File: config.mk
export PLATFORM = sky130hd
export DESIGN_NAME = quadtree_local_injector_flat
export DESIGN_NICKNAME = d
export VERILOG_FILES = /design/src/rtl/quadtree_local_injector_pkg.sv /design/src/rtl/quadtree_local_injector_if.sv /design/src/rtl/quadtree_local_injector_flit_fifo.sv /design/src/rtl/quadtree_local_injector.sv /design/src/flat_wrapper.sv
export SDC_FILE = /design/constraint.sdc
export NUM_CORES = 1
export LEC_CHECK = 0
export BUFFER_PORTS_ARGS = -buffer_cell sky130_fd_sc_hd__buf_2
export CORE_AREA = 5 5 140 142
export CTS_BUF_LIST = sky130_fd_sc_hd__clkbuf_16
export DETAILED_ROUTE_END_ITERATION = 10
export DIE_AREA = 0 0 145 147
export GPL_TIMING_DRIVEN = 0
export PLACE_DENSITY_LB_ADDON = 0.2
export SYNTH_ARGS = -nofsm -noshare
export SYNTH_HDL_FRONTEND = slang
export SYNTH_SLANG_ARGS = --single-unit
File: constraint.sdc
create_clock -name clk -period 3.95 [get_ports clk]
set_input_delay 0.79 -clock clk [delete_from_list [all_inputs] [get_ports clk]]
set_output_delay 0.79 -clock clk [all_outputs]
set_load 0.01 [all_outputs]
File: src/rtl/quadtree_local_injector_pkg.sv
// Shared router definitions for the LOCAL injection channel: field widths,
// port directions, and the flit packing helper.
package quadtree_local_injector_pkg;

  localparam int ROUTER_WIDTH      = 32;
  localparam int ROUTER_INFO_WIDTH = 4;
  localparam int ROUTER_ADDR_WIDTH = 8;
  localparam int PAYLOAD_WIDTH     = ROUTER_WIDTH - ROUTER_INFO_WIDTH - ROUTER_ADDR_WIDTH;
  localparam int LOCAL_BUF_DEPTH   = 2;

  typedef enum logic [2:0] {
    DIR_LOCAL = 3'd0,
    DIR_NW    = 3'd1,
    DIR_NE    = 3'd2,
    DIR_SW    = 3'd3,
    DIR_SE    = 3'd4,
    DIR_UP    = 3'd5
  } dir_e;

  typedef logic [ROUTER_WIDTH-1:0]      flit_t;
  typedef logic [ROUTER_INFO_WIDTH-1:0] info_t;
  typedef logic [ROUTER_ADDR_WIDTH-1:0] addr_t;
  typedef logic [PAYLOAD_WIDTH-1:0]     payload_t;

  // Info sits in the MSBs so the router can decode it without knowing the payload size.
  function automatic flit_t pack_flit(input info_t info, input addr_t addr,
                                      input payload_t payload);
    return {info, addr, payload};
  endfunction

endpackage

File: src/rtl/quadtree_local_injector_if.sv
// PE request channel plus router LOCAL data/credit channel of the injector.
interface quadtree_local_injector_if;
  import quadtree_local_injector_pkg::*;

  logic     pe_valid;
  logic     pe_ready;
  info_t    pe_info;
  addr_t    pe_addr;
  payload_t pe_payload;
  logic     out_data_valid;
  flit_t    out_data;
  logic     in_credit;

  // master: the PE/router environment around the injector
  modport master (
    output pe_valid, pe_info, pe_addr, pe_payload, in_credit,
    input  pe_ready, out_data_valid, out_data
  );

  modport slave (
    input  pe_valid, pe_info, pe_addr, pe_payload, in_credit,
    output pe_ready, out_data_valid, out_data
  );

endinterface

File: src/rtl/quadtree_local_injector_flit_fifo.sv
// Synchronous flit FIFO with wrap-bit pointers; head is read combinationally.
module flit_fifo
  import quadtree_local_injector_pkg::*;
#(
  parameter int DEPTH = 4,
  parameter int WIDTH = ROUTER_WIDTH,
  localparam int AW   = $clog2(DEPTH)
) (
  input  logic             clk,
  input  logic             rst,
  input  logic             push,
  input  logic [WIDTH-1:0] wdata,
  input  logic             pop,
  output logic             full,
  output logic             empty,
  output logic [WIDTH-1:0] head,
  output logic [AW:0]      count
);

  logic [WIDTH-1:0] mem [DEPTH];
  logic [AW:0]      wr_ptr;
  logic [AW:0]      rd_ptr;
  logic             do_push;
  logic             do_pop;

  assign do_push = push && !full;
  assign do_pop  = pop && !empty;

  // Same index with differing wrap bits means the writer has lapped the reader.
  assign empty = (wr_ptr == rd_ptr);
  assign full  = (wr_ptr[AW] != rd_ptr[AW]) && (wr_ptr[AW-1:0] == rd_ptr[AW-1:0]);
  assign count = wr_ptr - rd_ptr;
  assign head  = mem[rd_ptr[AW-1:0]];

  always_ff @(posedge clk or posedge rst) begin
    if (rst) begin
      wr_ptr <= '0;
      rd_ptr <= '0;
    end else begin
      if (do_push) wr_ptr <= wr_ptr + (AW+1)'(1);
      if (do_pop)  rd_ptr <= rd_ptr + (AW+1)'(1);
    end
  end

  always_ff @(posedge clk) begin
    if (do_push) mem[wr_ptr[AW-1:0]] <= wdata;
  end

endmodule

File: src/rtl/quadtree_local_injector.sv
// Credit-based source for the router LOCAL input: buffers PE requests as
// single-flit packets and injects them only while a downstream credit is held.
module quadtree_local_injector
  import quadtree_local_injector_pkg::*;
#(
  parameter int  FIFO_DEPTH   = 4,
  parameter int  CREDIT_DEPTH = LOCAL_BUF_DEPTH,
  localparam int CNT_W        = $clog2(CREDIT_DEPTH + 1)
) (
  input  logic                      clk,
  input  logic                      rst,
  quadtree_local_injector_if.slave  bus,
  output logic [CNT_W-1:0]          credit_cnt,
  output logic                      credit_err,
  output logic                      idle
);

  localparam int               AW         = $clog2(FIFO_DEPTH);
  localparam logic [CNT_W-1:0] CREDIT_MAX = CNT_W'(CREDIT_DEPTH);

  flit_t       req_flit;
  flit_t       fifo_head;
  logic        fifo_full;
  logic        fifo_empty;
  logic [AW:0] fifo_count;
  logic        push;
  logic        send;

  assign req_flit     = pack_flit(bus.pe_info, bus.pe_addr, bus.pe_payload);
  assign bus.pe_ready = !fifo_full;
  assign push         = bus.pe_valid && !fifo_full;
  assign send         = !fifo_empty && (credit_cnt != '0);

  flit_fifo #(
    .DEPTH (FIFO_DEPTH),
    .WIDTH (ROUTER_WIDTH)
  ) u_fifo (
    .clk   (clk),
    .rst   (rst),
    .push  (push),
    .wdata (req_flit),
    .pop   (send),
    .full  (fifo_full),
    .empty (fifo_empty),
    .head  (fifo_head),
    .count (fifo_count)
  );

  // Output register: valid for exactly the cycle after a send; data holds otherwise.
  always_ff @(posedge clk or posedge rst) begin
    if (rst) begin
      bus.out_data_valid <= 1'b0;
      bus.out_data       <= '0;
    end else begin
      bus.out_data_valid <= send;
      if (send) bus.out_data <= fifo_head;
    end
  end

  // Credit counter: a send and a return in the same cycle cancel out.
  always_ff @(posedge clk or posedge rst) begin
    if (rst) begin
      credit_cnt <= CREDIT_MAX;
      credit_err <= 1'b0;
    end else begin
      unique case ({send, bus.in_credit})
        2'b10: credit_cnt <= credit_cnt - CNT_W'(1);
        2'b01: begin
          if (credit_cnt == CREDIT_MAX) credit_err <= 1'b1;
          else                          credit_cnt <= credit_cnt + CNT_W'(1);
        end
        default: ;
      endcase
    end
  end

  assign idle = (fifo_count == '0) && (credit_cnt == CREDIT_MAX) && !bus.out_data_valid;

endmodule

File: src/flat_wrapper.sv
// flat-port wrapper written by rule: the top's interface ports become plain ports
module quadtree_local_injector_flat import quadtree_local_injector_pkg::*;
#(
  parameter int  FIFO_DEPTH   = 4,
  parameter int  CREDIT_DEPTH = LOCAL_BUF_DEPTH,
  localparam int CNT_W        = $clog2(CREDIT_DEPTH + 1)
)
  (clk, rst, credit_cnt, credit_err, idle, bus_pe_valid, bus_pe_info, bus_pe_addr, bus_pe_payload, bus_in_credit, bus_pe_ready, bus_out_data_valid, bus_out_data);
  quadtree_local_injector_if bus_i ();
  input  logic clk;
  input  logic rst;
  output logic [CNT_W-1:0] credit_cnt;
  output logic credit_err;
  output logic idle;
  input wire logic [$bits(bus_i.pe_valid)-1:0] bus_pe_valid;
  input wire logic [$bits(bus_i.pe_info)-1:0] bus_pe_info;
  input wire logic [$bits(bus_i.pe_addr)-1:0] bus_pe_addr;
  input wire logic [$bits(bus_i.pe_payload)-1:0] bus_pe_payload;
  input wire logic [$bits(bus_i.in_credit)-1:0] bus_in_credit;
  output wire logic [$bits(bus_i.pe_ready)-1:0] bus_pe_ready;
  output wire logic [$bits(bus_i.out_data_valid)-1:0] bus_out_data_valid;
  output wire logic [$bits(bus_i.out_data)-1:0] bus_out_data;
  assign bus_i.pe_valid = bus_pe_valid;
  assign bus_i.pe_info = bus_pe_info;
  assign bus_i.pe_addr = bus_pe_addr;
  assign bus_i.pe_payload = bus_pe_payload;
  assign bus_i.in_credit = bus_in_credit;
  assign bus_pe_ready = bus_i.pe_ready;
  assign bus_out_data_valid = bus_i.out_data_valid;
  assign bus_out_data = bus_i.out_data;
  quadtree_local_injector #(.FIFO_DEPTH(FIFO_DEPTH), .CREDIT_DEPTH(CREDIT_DEPTH)) u_core (.clk(clk), .rst(rst), .bus(bus_i), .credit_cnt(credit_cnt), .credit_err(credit_err), .idle(idle));
endmodule
======== Word level (Yosys, flattened, before mapping) ========
Memory sizes are Yosys's and may differ from the RTL's. A register that Yosys moved wholly into a read port is not among the register bits.
Cells that the tools add are included.
word-level totals
  memories kept ........................... 1
  output and inout port bits .............. 38
  input port bits ......................... 36
  memory bits (writable) .................. 128
  bits in registers ....................... 10
cells by class
  equality and inequality tests ........... 7
  mux-type cells .......................... 4
  reductions and logical operators ........ 15
  add/sub/neg operators ................... 5
memories
  name               depth  bits a word  read ports  clocked after memory_dff  write ports  RTL line                                 RTL
  u_core.u_fifo.mem  4      32           1           1                         1            quadtree_local_injector_flit_fifo.sv:20  logic [WIDTH-1:0] mem [DEPTH];
operators by type and width
  operator                                                             count
  1-bit logical AND                                                    7
  3-bit by 1-bit adder with 3-bit output (second input constant)       2
  2-bit == test (second input constant)                                2
  2-bit one-hot mux with 2 select lines                                1
  2-bit AND reduction                                                  2
  2-bit nonzero test                                                   2
  3-bit == test                                                        1
  1-bit zero test                                                      3
  3-bit zero test                                                      1
  3-bit subtractor                                                     1
  2-bit by 1-bit adder with 2-bit output (second input constant)       1
  2-bit by 1-bit == test with 1-bit output (second input constant)     1
  2-bit == test                                                        1
  1-bit two-way mux                                                    2
  2-bit two-way mux                                                    1
  2-bit inequality test (second input constant)                        1
  2-bit by 1-bit subtractor with 2-bit output (second input constant)  1
  1-bit inequality test                                                1

======== Longest topological paths before layout ========
  depth after elaboration ................. 7
  depth in mapped cells ................... 9
  gate-level depth less buffers ........... 5

======== Modules after synthesis ========
A second synthesis with hierarchy kept.
unflattened totals
  cell total of the unflattened synthesis .. 306
  area total of the unflattened synthesis .. 6608.8 µm²
by module, submodules not included
  module                   area each (µm²)  cells an instance  times used
  flit_fifo                5079.9           214                1
  quadtree_local_injector  1529.0           92                 1

======== Worst setup path after synthesis ========
OpenSTA, ideal clock, no wires.
  kind .................................... register -> register
  start ................................... register u_core.u_fifo.rd_ptr[1]
  end ..................................... memory u_core.u_fifo.mem[3][0] (netlist bit), enable pin
  path slack .............................. 0.343 ns
  cell stages (with the launch flop) ...... 8
  data arrival time ....................... 3.172 ns
  required time ........................... 3.515 ns
  setup time .............................. 0.435 ns
  period minus slack after synthesis ...... 3.607 ns
  cell sequence ........................... dfrtp_1 > buf_2 > buf_1 > inv_1 > ha_1 > and2_1 > buf_2 > a21oi_1
between the ends
  cells in the longest elaborated chain, start to end .. 7
ends and longest elaborated chain
  item                                       RTL line                                                                RTL
  start, declared                            quadtree_local_injector_flit_fifo.sv:22                                 logic [AW:0] rd_ptr;
  start signal, assigned                     quadtree_local_injector_flit_fifo.sv:41                                 if (do_pop) rd_ptr <= rd_ptr + (AW+1)'(1);
  2-bit == test *                            quadtree_local_injector_flit_fifo.sv:31                                 assign full = (wr_ptr[AW] != rd_ptr[AW]) && (wr_ptr[AW-1:0] == rd_ptr[AW-1:0]);
  1-bit logical AND *                        quadtree_local_injector_flit_fifo.sv:31
  1-bit zero test *                          quadtree_local_injector_flit_fifo.sv:26, quadtree_local_injector.sv:31
  1-bit logical AND                          quadtree_local_injector.sv:31                                           assign push = bus.pe_valid && !fifo_full;
  1-bit logical AND *                        quadtree_local_injector_flit_fifo.sv:26                                 assign do_push = push && !full;
  1-bit two-way mux *                        quadtree_local_injector_flit_fifo.sv:46                                 if (do_push) mem[wr_ptr[AW-1:0]] <= wdata;
  1-bit two-way mux (implied by the code) *  quadtree_local_injector_flit_fifo.sv:46
  end, declared                              quadtree_local_injector_flit_fifo.sv:20
Every way passes the cells marked *; elsewhere a longest branch is shown, timed or not.

======== Final worst setup path ========
  start ................................... register u_core.u_fifo.rd_ptr[1]
  end ..................................... output idle
between the ends
  cells in the longest elaborated chain, start to end .. 4
ends and longest elaborated chain
  item                             RTL line                                 RTL
  3-bit subtractor                 quadtree_local_injector_flit_fifo.sv:32  assign count = wr_ptr - rd_ptr;
  3-bit zero test                  quadtree_local_injector.sv:77            assign idle = (fifo_count == '0) && (credit_cnt == CREDIT_MAX) && !bus.out_data_valid;
  1-bit logical AND (2 in series)  quadtree_local_injector.sv:77
  end, declared                    flat_wrapper.sv:14                       output logic idle;
Every way passes these cells.

==> flow_summary.yaml <==
sta:
  relSlewSlack_pct: 53.7
  final_max_slew_viol_count: 0
  min_period_ps: 3490
  fin_crit_sh_pct: 88.4
  timing.fmax_ghz: 0.287
  hold_viol: 0
  setup_violations: 0
  clock_skew_ps: 6.87
  rsz0062_at_grt: "no"
  setup_ws_ps: 460
  worst_pin_slew_ps: 694
  fin_hold_ws_ps: 368
routing:
  vias: 3024
  wl_mm: 12.1
  drc: 0
  ant_nets: 0
  drt_iter0_markers: 192
  routedWlPerCell_um: 18.8
  vias_per_cell: 4.72
  drt_first_pass_iters: 4
synth:
  synth.distinct_cells: 33
  ys_async_sr_fraction_pct: 24.7
  postSynthCellCount: 297
  synth_top_family_by_area: "multiplexers"
  synth.top_cell.area_share_pct: 59.7
  avgSynthCellArea_um2: 21.7
  synthTopCellsByArea: "edfxtp_1 60%, dfrtp_1 16%, mux4_2 11%"
  synthMuxAreaShare_pct: 17.1
  synth_compound_area_share_pct: 1.55
  yosys.area_share.simple_pct: 1.44
  synth_nets: 340
  ys_ff_latch: 170
  synth_xor_area_share_pct: 0.932
  synthAdderAreaFrac_pct: 1.36
  synth_ff_type: "edfxtp_1"
  synth-edff-count: 128
  yosysTopAreaCell: "edfxtp_1"
  syn-cell-area_mm2: 0.00644
  synth_warnings: 0
  yosysSeqAreaShare_pct: 76.0
clock_network:
  cts_made_buffers: 17
  hold_buffers: 0
  cts.repair.resized: 0
  clk_pin_slew_ps: 60
  post_cts_buffers: 0
  cts.htree.levels: 4
  clock-root-buffer: "clkbuf_16"
  cts.sinks: 170
  cts_buffer_depth: 2
  clock_latency_ps: 420
  cts_tree: "yes"
global_route:
  grt_max_degree: 28
  grt_overflow_total: 0
  antenna_found_initial: 3
  grt_use_total_pct: 12.1
  grt_first_pass_wirelength_mm: 19.4
  grt_pass1_vias: 3419
pwr:
  p_comb_share_pct: 34.7
  power_frac_clock_pct: 24.3
  vdd_drop_max_mv: 0.544
  seqPwrFrac_pct: 41.0
  p_int_mw: 4.64
  p_per_area_mw_per_mm2: 848
  power_switching_mw: 1.96
  p_sw_share_pct: 29.7
  leakagePower_nw: 2.85
die:
  dieWidth_um: 145
  rows: 50
  initial_core_util_pct: 35.1
  die_h_um: 147
  io_pins: 74
  dieArea_mm2: 0.0213
  coreArea_mm2: 0.0183
finish:
  stdcell_count: 641
  nFillCells: 1644
  drive_gt1_share_pct: 45.5
  n_antenna_cell: 0
  syn2layout_area_growth_pct: 20.9
  fin_nets: 437
status:
  status: "complete, no violations"
placed_design:
  dp_slack_ps: 431
  post-dp-hpwl_mm: 7.76
  place_congestion: 0.685
  place.port_buffers: 73
  dp.cells: 609
hold_path:
  min_path_type: "in -> async"
worst_setup_path:
  arrival_ps: 2700
  worst-path-max-fanout: 10
  reg2reg_slack_ps: 510
  startpoint: "u_core.u_fifo.rd_ptr[1]$_DFFE_PP0P_"
  start_kind: "flop"
  worstSetupEndpointType: "primary output"
  criticalPathCategory: "reg -> out"
  crit_required_ps: 3160
  timing.rr.start: "u_core.u_fifo.rd_ptr[1]$_DFFE_PP0P_"
job:
  maxCapViolCount: 0
-- synthesized netlist by cell type, types with 2 or more instances --
library cell and n:
edfxtp_1 128, dfrtp_1 41, mux2_2 34, mux4_2 32
ha_1 7, inv_1 5, a21oi_1 4, and2_1 4
nand2_1 4, xor2_1 4, buf_2 3, buf_4 3
buf_6 3, o21ai_0 3, clkbuf_1 2, nor2b_1 2
or3_1 2
-- critical path, cell delays in order (launching register included) --
cell and delay (ps):
dfrtp_1 340, buf_2 200, buf_1 540, inv_1 110
ha_1 350, and2_1 120, buf_2 240, nand3b_1 110
a21oi_1 130, buf_2 150
-- path summary, 6_finish.rpt --
kind / cells past startpoint / to
max in group asynchronous: 3 / u_core.credit_cnt[1]$_DFFE_PP1P_
min in group clk: 1 / u_core.credit_err$_DFFE_PP0P_
max: 9 / idle
min: 2 / u_core.u_fifo.wr_ptr[0]$_DFFE_PP0P_
max reg2reg: 9 / u_core.u_fifo.mem[0][0]$_DFFE_PP_
min reg2reg: 1 / u_core.credit_err$_DFFE_PP0P_
-- sequential cells by signal, summed over array words and instances, names as in the netlist --
name                       cells
u_core.credit_err              1
u_core.credit_cnt              2
u_core.bus.out_data           32
u_core.u_fifo.rd_ptr           3
u_core.bus.out_data_valid      1
u_core.u_fifo.mem            128
u_core.u_fifo.wr_ptr           3
-- per-layer routing --
metal	vias to the layer above	wire length (um)	GRT usage [%]
met4	6	161	4.10
met2	69	6210	20.8
met1	1547	5060	14.2
met5	-	34	0
met3	21	585	4.16
li1	1381	-	-
-- per-stage QoR --
step	total power, mW	area (um^2)	utilization (%)	setup TNS, ps
finish	6.61	7790	42.5	0
detailed placement	5.13	7210	39.4	0
global route	7.03	7790	42.5	0
floorplan	4.35	6440	-	0
CTS	6.75	7790	42.5	0
global placement	5.01	7100	38.7	-85440
-- cells in the final DEF (no fill, tap or decap), drive strengths merged --
master    instances
bufinv            3
a211oi            1
nand3b            1
inv              10
xnor2             2
nor2b             2
nand2             4
clkinv            6
mux2             34
nand3             1
mux4             32
dfrtp            41
a211o             1
nor4              1
nor2              1
dfstp             1
a21boi            1
xor2              4
a31oi             1
nor3              1
or3               2
edfxtp          128
a21oi             5
clkbuf           19
a41o              1
buf              88
clkinvlp          1
a32oi             1
o21ai             3
ha                7
and2              4
-- cells by family (layout without fill, tap and decap cells) --
kind of cell	after synthesis	after routing
compound gates	14	14
fa+ha+maj	7	7
flops	170	170
xor+xnor	6	6
mux	66	66
simple gates	17	17
buf+inv	17	127
-- power groups by stage --
stage	combinational (mW)	sequential, mW	clock, mW
CTS	2.37	2.72	1.65
global route	2.53	2.77	1.73
finish	2.29	2.71	1.61
global placement	2.26	2.76	0
detailed placement	2.37	2.75	0
floorplan	1.54	2.80	0
-- cell type report --
| class | count | area [um^2] | area share, % |
|---|---|---|---|
| Sequential cell | 170 | 4900 | 62.9 |
| Multi-Input combinational cell | 110 | 1460 | 18.7 |
| Timing Repair Buffer | 78 | 465 | 5.98 |
| Clock buffer | 17 | 425 | 5.46 |
| Tap cell | 234 | 293 | 3.76 |
| Clock inverter | 15 | 146 | 1.88 |
| Buffer | 12 | 82.6 | 1.06 |
| Inverter | 5 | 18.8 | 0.241 |
(Power assumes the default switching activity.)
